<file path="src/rtl/mul_div_unit_if.sv">
// Issue/result bundle between the EX stage and the multiply/divide unit.
// The pipeline side (master) issues operations and reads HI/LO; the unit
// (slave) reports busy/done and presents its architectural registers.
interface mul_div_unit_if #(
  parameter int WIDTH = 32
);
  logic             start;
  logic [2:0]       op;
  logic [WIDTH-1:0] rs_data;
  logic [WIDTH-1:0] rt_data;
  logic             flush;
  logic             read_hi;
  logic             busy;
  logic             done;
  logic [WIDTH-1:0] hilo_out;
  logic [WIDTH-1:0] hi;
  logic [WIDTH-1:0] lo;

  modport master (
    output start, op, rs_data, rt_data, flush, read_hi,
    input  busy, done, hilo_out, hi, lo
  );

  modport slave (
    input  start, op, rs_data, rt_data, flush, read_hi,
    output busy, done, hilo_out, hi, lo
  );
endinterface

</file>
<file path="src/rtl/mul_div_unit.sv">
// Iterative multiply/divide unit holding the architectural HI/LO registers.
// Multiplies use radix-2 shift-add, divides use restoring shift-subtract,
// both on operand magnitudes; signs are restored in a final FIX cycle.
module mul_div_unit #(
  parameter int WIDTH = 32
) (
  input logic           clk,
  input logic           reset,
  mul_div_unit_if.slave bus
);

  localparam int CNT_W = $clog2(WIDTH);

  typedef enum logic [1:0] {IDLE, RUN, FIX} state_t;

  state_t             state, state_nxt;
  logic [CNT_W-1:0]   cnt;
  logic               accept;
  logic               start_md;

  // Iteration datapath: acc_hi:acc_lo is the product / remainder:quotient pair
  logic [WIDTH-1:0]   acc_hi, acc_lo, opb, rs_orig;
  logic               is_div, neg_q, neg_r, div0;
  logic [WIDTH:0]     mul_sum, div_shift, div_diff;

  logic [WIDTH-1:0]   hi_q, lo_q;
  logic               done_q;
  logic [2*WIDTH-1:0] prod_fix;
  logic [WIDTH-1:0]   quo_fix, rem_fix;

  // Two's-complement magnitude; the most-negative value maps to itself,
  // which is exactly its unsigned magnitude.
  function automatic logic [WIDTH-1:0] mag(input logic signed [WIDTH-1:0] v);
    return v[WIDTH-1] ? -v : v;
  endfunction

  function automatic logic [WIDTH-1:0] cond_neg(input logic [WIDTH-1:0] v, input logic n);
    return n ? -v : v;
  endfunction

  function automatic logic [2*WIDTH-1:0] cond_neg2(input logic [2*WIDTH-1:0] v, input logic n);
    return n ? -v : v;
  endfunction

  assign accept   = (state == IDLE) && bus.start && !bus.flush;
  assign start_md = accept && !bus.op[2];

  // State register and iteration counter
  always_ff @(posedge clk) begin
    if (reset) begin
      state <= IDLE;
      cnt   <= '0;
    end else begin
      state <= state_nxt;
      if (start_md)
        cnt <= '0;
      else if (state == RUN)
        cnt <= cnt + CNT_W'(1);
    end
  end

  // Next-state: WIDTH iterations in RUN, one FIX cycle, flush aborts anywhere busy
  always_comb begin
    state_nxt = state;
    unique case (state)
      IDLE: if (start_md) state_nxt = RUN;
      RUN: begin
        if (bus.flush)
          state_nxt = IDLE;
        else if (cnt == CNT_W'(WIDTH - 1))
          state_nxt = FIX;
      end
      FIX:     state_nxt = IDLE;
      default: state_nxt = IDLE;
    endcase
  end

  // One shift-add / shift-subtract step and the sign-corrected results
  always_comb begin
    mul_sum   = {1'b0, acc_hi} + (acc_lo[0] ? {1'b0, opb} : '0);
    div_shift = {acc_hi, acc_lo[WIDTH-1]};
    div_diff  = div_shift - {1'b0, opb};
    prod_fix  = cond_neg2({acc_hi, acc_lo}, neg_q);
    quo_fix   = cond_neg(acc_lo, neg_q);
    rem_fix   = cond_neg(acc_hi, neg_r);
  end

  // Operand capture at issue, then one iteration per RUN cycle
  always_ff @(posedge clk) begin
    if (start_md) begin
      is_div  <= bus.op[1];
      acc_hi  <= '0;
      acc_lo  <= bus.op[0] ? mag(bus.rs_data) : bus.rs_data;
      opb     <= bus.op[0] ? mag(bus.rt_data) : bus.rt_data;
      neg_q   <= bus.op[0] & (bus.rs_data[WIDTH-1] ^ bus.rt_data[WIDTH-1]);
      neg_r   <= bus.op[0] & bus.rs_data[WIDTH-1];
      div0    <= (bus.rt_data == '0);
      rs_orig <= bus.rs_data;
    end else if (state == RUN) begin
      if (!is_div) begin
        acc_hi <= mul_sum[WIDTH:1];
        acc_lo <= {mul_sum[0], acc_lo[WIDTH-1:1]};
      end else if (!div_diff[WIDTH]) begin
        acc_hi <= div_diff[WIDTH-1:0];
        acc_lo <= {acc_lo[WIDTH-2:0], 1'b1};
      end else begin
        acc_hi <= div_shift[WIDTH-1:0];
        acc_lo <= {acc_lo[WIDTH-2:0], 1'b0};
      end
    end
  end

  // Architectural HI/LO: MTHI/MTLO writes at issue, mult/div results at FIX
  always_ff @(posedge clk) begin
    if (reset) begin
      hi_q   <= '0;
      lo_q   <= '0;
      done_q <= 1'b0;
    end else begin
      done_q <= 1'b0;
      if (accept && bus.op == 3'b100)
        hi_q <= bus.rs_data;
      if (accept && bus.op == 3'b101)
        lo_q <= bus.rs_data;
      if (state == FIX && !bus.flush) begin
        done_q <= 1'b1;
        if (!is_div) begin
          hi_q <= prod_fix[2*WIDTH-1:WIDTH];
          lo_q <= prod_fix[WIDTH-1:0];
        end else if (div0) begin
          hi_q <= rs_orig;
          lo_q <= '1;
        end else begin
          hi_q <= rem_fix;
          lo_q <= quo_fix;
        end
      end
    end
  end

  assign bus.busy     = (state != IDLE);
  assign bus.done     = done_q;
  assign bus.hi       = hi_q;
  assign bus.lo       = lo_q;
  assign bus.hilo_out = bus.read_hi ? hi_q : lo_q;

endmodule

</file>
<file path="src/flat_wrapper.sv">
// flat-port wrapper written by rule: the top's interface ports become plain ports
module mul_div_unit_flat 
#(
  parameter int WIDTH = 32
)
  (clk, reset, bus_start, bus_op, bus_rs_data, bus_rt_data, bus_flush, bus_read_hi, bus_busy, bus_done, bus_hilo_out, bus_hi, bus_lo);
  mul_div_unit_if #(.WIDTH(WIDTH)) bus_i ();
  input logic clk;
  input logic reset;
  input wire logic [$bits(bus_i.start)-1:0] bus_start;
  input wire logic [$bits(bus_i.op)-1:0] bus_op;
  input wire logic [$bits(bus_i.rs_data)-1:0] bus_rs_data;
  input wire logic [$bits(bus_i.rt_data)-1:0] bus_rt_data;
  input wire logic [$bits(bus_i.flush)-1:0] bus_flush;
  input wire logic [$bits(bus_i.read_hi)-1:0] bus_read_hi;
  output wire logic [$bits(bus_i.busy)-1:0] bus_busy;
  output wire logic [$bits(bus_i.done)-1:0] bus_done;
  output wire logic [$bits(bus_i.hilo_out)-1:0] bus_hilo_out;
  output wire logic [$bits(bus_i.hi)-1:0] bus_hi;
  output wire logic [$bits(bus_i.lo)-1:0] bus_lo;
  assign bus_i.start = bus_start;
  assign bus_i.op = bus_op;
  assign bus_i.rs_data = bus_rs_data;
  assign bus_i.rt_data = bus_rt_data;
  assign bus_i.flush = bus_flush;
  assign bus_i.read_hi = bus_read_hi;
  assign bus_busy = bus_i.busy;
  assign bus_done = bus_i.done;
  assign bus_hilo_out = bus_i.hilo_out;
  assign bus_hi = bus_i.hi;
  assign bus_lo = bus_i.lo;
  mul_div_unit #(.WIDTH(WIDTH)) u_core (.clk(clk), .reset(reset), .bus(bus_i));
endmodule
</file>
<file path="config.mk">
export PLATFORM = sky130hd
export DESIGN_NAME = mul_div_unit_flat
export DESIGN_NICKNAME = d
export VERILOG_FILES = /design/src/rtl/mul_div_unit_if.sv /design/src/rtl/mul_div_unit.sv /design/src/flat_wrapper.sv
export SDC_FILE = /design/constraint.sdc
export NUM_CORES = 1
export LEC_CHECK = 0
export CAP_MARGIN = 25
export CELL_PAD_IN_SITES_DETAIL_PLACEMENT = 1
export CELL_PAD_IN_SITES_GLOBAL_PLACEMENT = 2
export CORE_MARGIN = 5
export CORE_UTILIZATION = 38
export CTS_CLUSTER_DIAMETER = 50
export CTS_CLUSTER_SIZE = 30
export DETAILED_ROUTE_END_ITERATION = 16
export PLACE_DENSITY_LB_ADDON = 0.1
export SETUP_SLACK_MARGIN = 0.4
export SYNTH_ARGS = -nofsm -noshare
export SYNTH_HDL_FRONTEND = slang
export SYNTH_SLANG_ARGS = --single-unit
</file>
<file path="constraint.sdc">
create_clock -name clk -period 9.83 [get_ports clk]
set_clock_uncertainty 0.15 [all_clocks]
set_input_delay 1.966 -clock clk [delete_from_list [all_inputs] [get_ports clk]]
set_output_delay 1.966 -clock clk [all_outputs]
set_load 0.1 [all_outputs]
</file>
==> impl_metrics.toml <==
[die]
core_area_um2 = 41800
row_count = 75
start_util_pct = 38.3
die_x_um = 215
dieArea_um2 = 46300
die_h_um = 215
num_io_pins = 170

[sta]
setup_viol = 0
setup_ws_ns = 3.47
holdWs_ns = 0.385
rsz0062_at_grt = "false"
max_freq_ghz = 0.157
fin_crit_ns = 6.36
slew_viol_final = 0
tns_ns = 0
finalHoldViolations = 0
tightestPinTransition_ns = 1.02
finalCritPeriodShare_pct = 64.7
maxSlewHeadroom_pct = 31.7

[clock_tree]
h-tree-depth = 2
clk_latency_ns = 0.55
cts_buffers = 34
numClockSinks = 204
post_cts_buffers = 0
cts_resized = 0
cts_tree = "built"
cts_buffer_depth = 3
clk_pin_slew_worst_paths_ns = 0.05
cts-root-buf = "clkbuf_16"
ctsHoldBuffers = 0

[routing]
dr.first_iter.drc_count = 730
first_pass_iters = 5
ant_nets = 0
postRouteWirelength_um = 59200
remaining_drc_errors = 0
wl_per_cell_um = 23.0
vias_per_cell = 5.91
vias = 15229

[setup_path]
cp_cell_sequence = "clkdlybuf4s50_1 -> buf_4 -> mux2_2 -> clkdlybuf4s50_1"
cp-end-kind = "output pin"
ff2ff_path_depth = 14
worstPathArrival_ns = 4.24
critPathBufInv = 3
cpMostUsedCell = "clkdlybuf4s50_1"
critical_path.max_fanout = 32
required_ns = 7.71
critPathTopFamily = "buffers and inverters"
criticalPathCategory = "in2out"
crit_path_max_incr_delay_ns = 1.14
crit_slowest_cell = "clkdlybuf4s50_1"
cp_num_cells = 4
start_kind = "input pin"

[hold_path]
whs_path_depth = 2
hp-class = "reg2reg"

[yosys]
syn_avg_cell_area_um2 = 8.43
yosysWarnings = 0
synth_edf_count = 100
synth_top_flop_cell = "dfxtp_1"
ys_seq_elements = 204
synth_cell_types = 77
synth_seq_area_share_pct = 31.8
synth_area_um2 = 16000
synthCells = 1899
yosysTopAreaCell = "edfxtp_1"
ys_top_cells_by_area = "edfxtp_1, dfxtp_1, mux2i_1"
syn_nets = 2043
yosys.area.top_type_share_pct = 18.8
ys_async_sr_fraction_pct = 0

[global_route]
antenna_found_initial = 0
grt_pass1_wl_um = 92300
grt_max_degree = 99
gr-total-overflow = 0
grt_pass1_vias = 15654
grt_usage_pct = 24.7

[power]
combPwrFrac_pct = 33.6
peakVddDrop_mv = 0.117
pwr-share-clk_pct = 35.2
p_switching_uw = 1330
p_total_uw = 3470
p_leak_uw = 0.00754
sw_frac_of_total_pct = 38.2
power.density_nw_per_um2 = 180
pwr-share-seq_pct = 31.2
p_int_uw = 2140

[place]
finalWeightedCongestion = 0.894
io_buffers = 169
dp_hpwl_um = 44000
dp_slack_ns = 3.46

[cells_and_area]
nets = 2154
multiInputGateArea_um2 = 10200
register_area_um2 = 5080
final_layout_size_suffix_gt1_share_pct = 7.47
area_growth_pct = 20.6
num-fill-cells = 4823

[outcome]
status = "finished, final reports clean"

[run]
maxCapViolCount = 0
## per-layer routing
metal  global-route usage [%]  up-vias  routed length, um
met4                     5.27        0                991
met3                     3.14       65               2450
met1                     33.8     7591              27400
li1                         -     7276                  -
met2                     42.0      297              28400
met5                        0        -                  0
## cells in the final DEF (no fill, tap or decap), types with 26 or more instances in the layout
| cell type | instances |
|---|---|
| clkbuf_16 | 35 |
| o21ai_0 | 160 |
| a21o_1 | 30 |
| mux2i_1 | 105 |
| a211oi_1 | 35 |
| nand2_1 | 151 |
| clkdlybuf4s50_1 | 168 |
| mux2_2 | 41 |
| a21oi_1 | 155 |
| nand2b_1 | 26 |
| a221oi_1 | 41 |
| edfxtp_1 | 100 |
| dfxtp_1 | 104 |
| xor2_1 | 96 |
| nand3_1 | 33 |
| nor2_1 | 156 |
| xnor2_1 | 68 |
| inv_1 | 65 |
| nor3_1 | 34 |
| ha_1 | 70 |
## worst reg2reg max path: cells and delay by family, from the launching register on
kind                       cells  cell delay, ns
xor gates and xnor gates       1            0.15
adders and majority gates      2            0.67
and+or+nand+nor                4            1.22
DFF                            1            0.41
AOI/OAI and AO/OA              5            1.57
buffers and inverters          2            0.74
## synth_stat cells, types with 19 or more instances
cell type  instances
o31ai_1           23
nand2b_1          26
xnor2_1           69
a211oi_1          35
o21ai_0          160
xor2_1            96
nor4_1            19
a221oi_1          41
a21o_1            30
ha_1              70
edfxtp_1         100
a31oi_1           21
nor2_1           157
nand2_1          152
inv_1             65
dfxtp_1          104
nor3_1            34
mux2_2            41
nor2b_1           21
nand3_1           33
or3_1             22
a21oi_1          155
clkbuf_1          99
mux2i_1          105
## cells by family (layout without fill, tap and decap cells)
logic type | count (synthesis) | in the layout | share of synthesized area (%)
AO/OA/AOI/OAI | 577 | 577 | 22.9
multiplexers | 146 | 146 | 9.45
XOR/XNOR | 165 | 165 | 9.03
AND/OR/NAND/NOR | 549 | 549 | 16.7
flip-flops | 204 | 204 | 31.8
other | 0 | 1 | 0
adder cells (fa/ha/maj) | 72 | 72 | 5.72
buffers and inverters | 186 | 323 | 4.43
## sequential cells by signal, indices dropped and copies added (netlist names)
register and cells:
u_core.bus.hi 32, u_core.state 2, u_core.bus.done 1, u_core.opb 32, u_core.acc_hi 32, u_core.is_div 1, u_core.acc_lo 32, u_core.neg_q 1
u_core.rs_orig 32, u_core.bus.lo 32, u_core.div0 1, u_core.neg_r 1, u_core.cnt 5
## worst paths after layout
| path | slack (ns) | endpoint | start |
|---|---|---|---|
| max | 3.47 | bus_hilo_out[9] | bus_read_hi |
| min reg2reg | 0.38 | u_core.cnt[4]$_SDFFE_PP0P_ | u_core.cnt[4]$_SDFFE_PP0P_ |
| max reg2reg | 4.87 | u_core.acc_hi[30]$_SDFFE_PP0P_ | u_core.acc_lo[31]$_DFFE_PP_ |
| min | 0.38 | u_core.cnt[4]$_SDFFE_PP0P_ | u_core.cnt[4]$_SDFFE_PP0P_ |
## final cells by class
class	count	share of cell area, %
Sequential cell	204	26.3
Clock buffer	40	4.74
Antenna cell	1	0.0130
Timing Repair Buffer	193	9.78
Clock inverter	22	1.26
Inverter	68	1.34
Tap cell	539	3.49
Multi-Input combinational cell	1509	53.0
## through the flow
stage / util, % / instances / area (um^2)
finish: 46.2 / 2576 / 19300
detailed placement: 43.4 / 2512 / 18100
global route: 46.2 / 2575 / 19300
CTS: 46.1 / 2574 / 19300
global placement: 43.4 / 2512 / 18100
floorplan: - / 1899 / 16000
## power groups by stage
| stage | Combinational (uW) | Clock (uW) | Sequential (uW) |
|---|---|---|---|
| global route | 1280 | 1290 | 1090 |
| finish | 1170 | 1220 | 1080 |
| floorplan | 834 | 0 | 1050 |
| CTS | 1160 | 1260 | 1090 |
| detailed placement | 1150 | 0 | 1100 |
| global placement | 1130 | 0 | 1100 |
(Power assumes the default switching activity.)
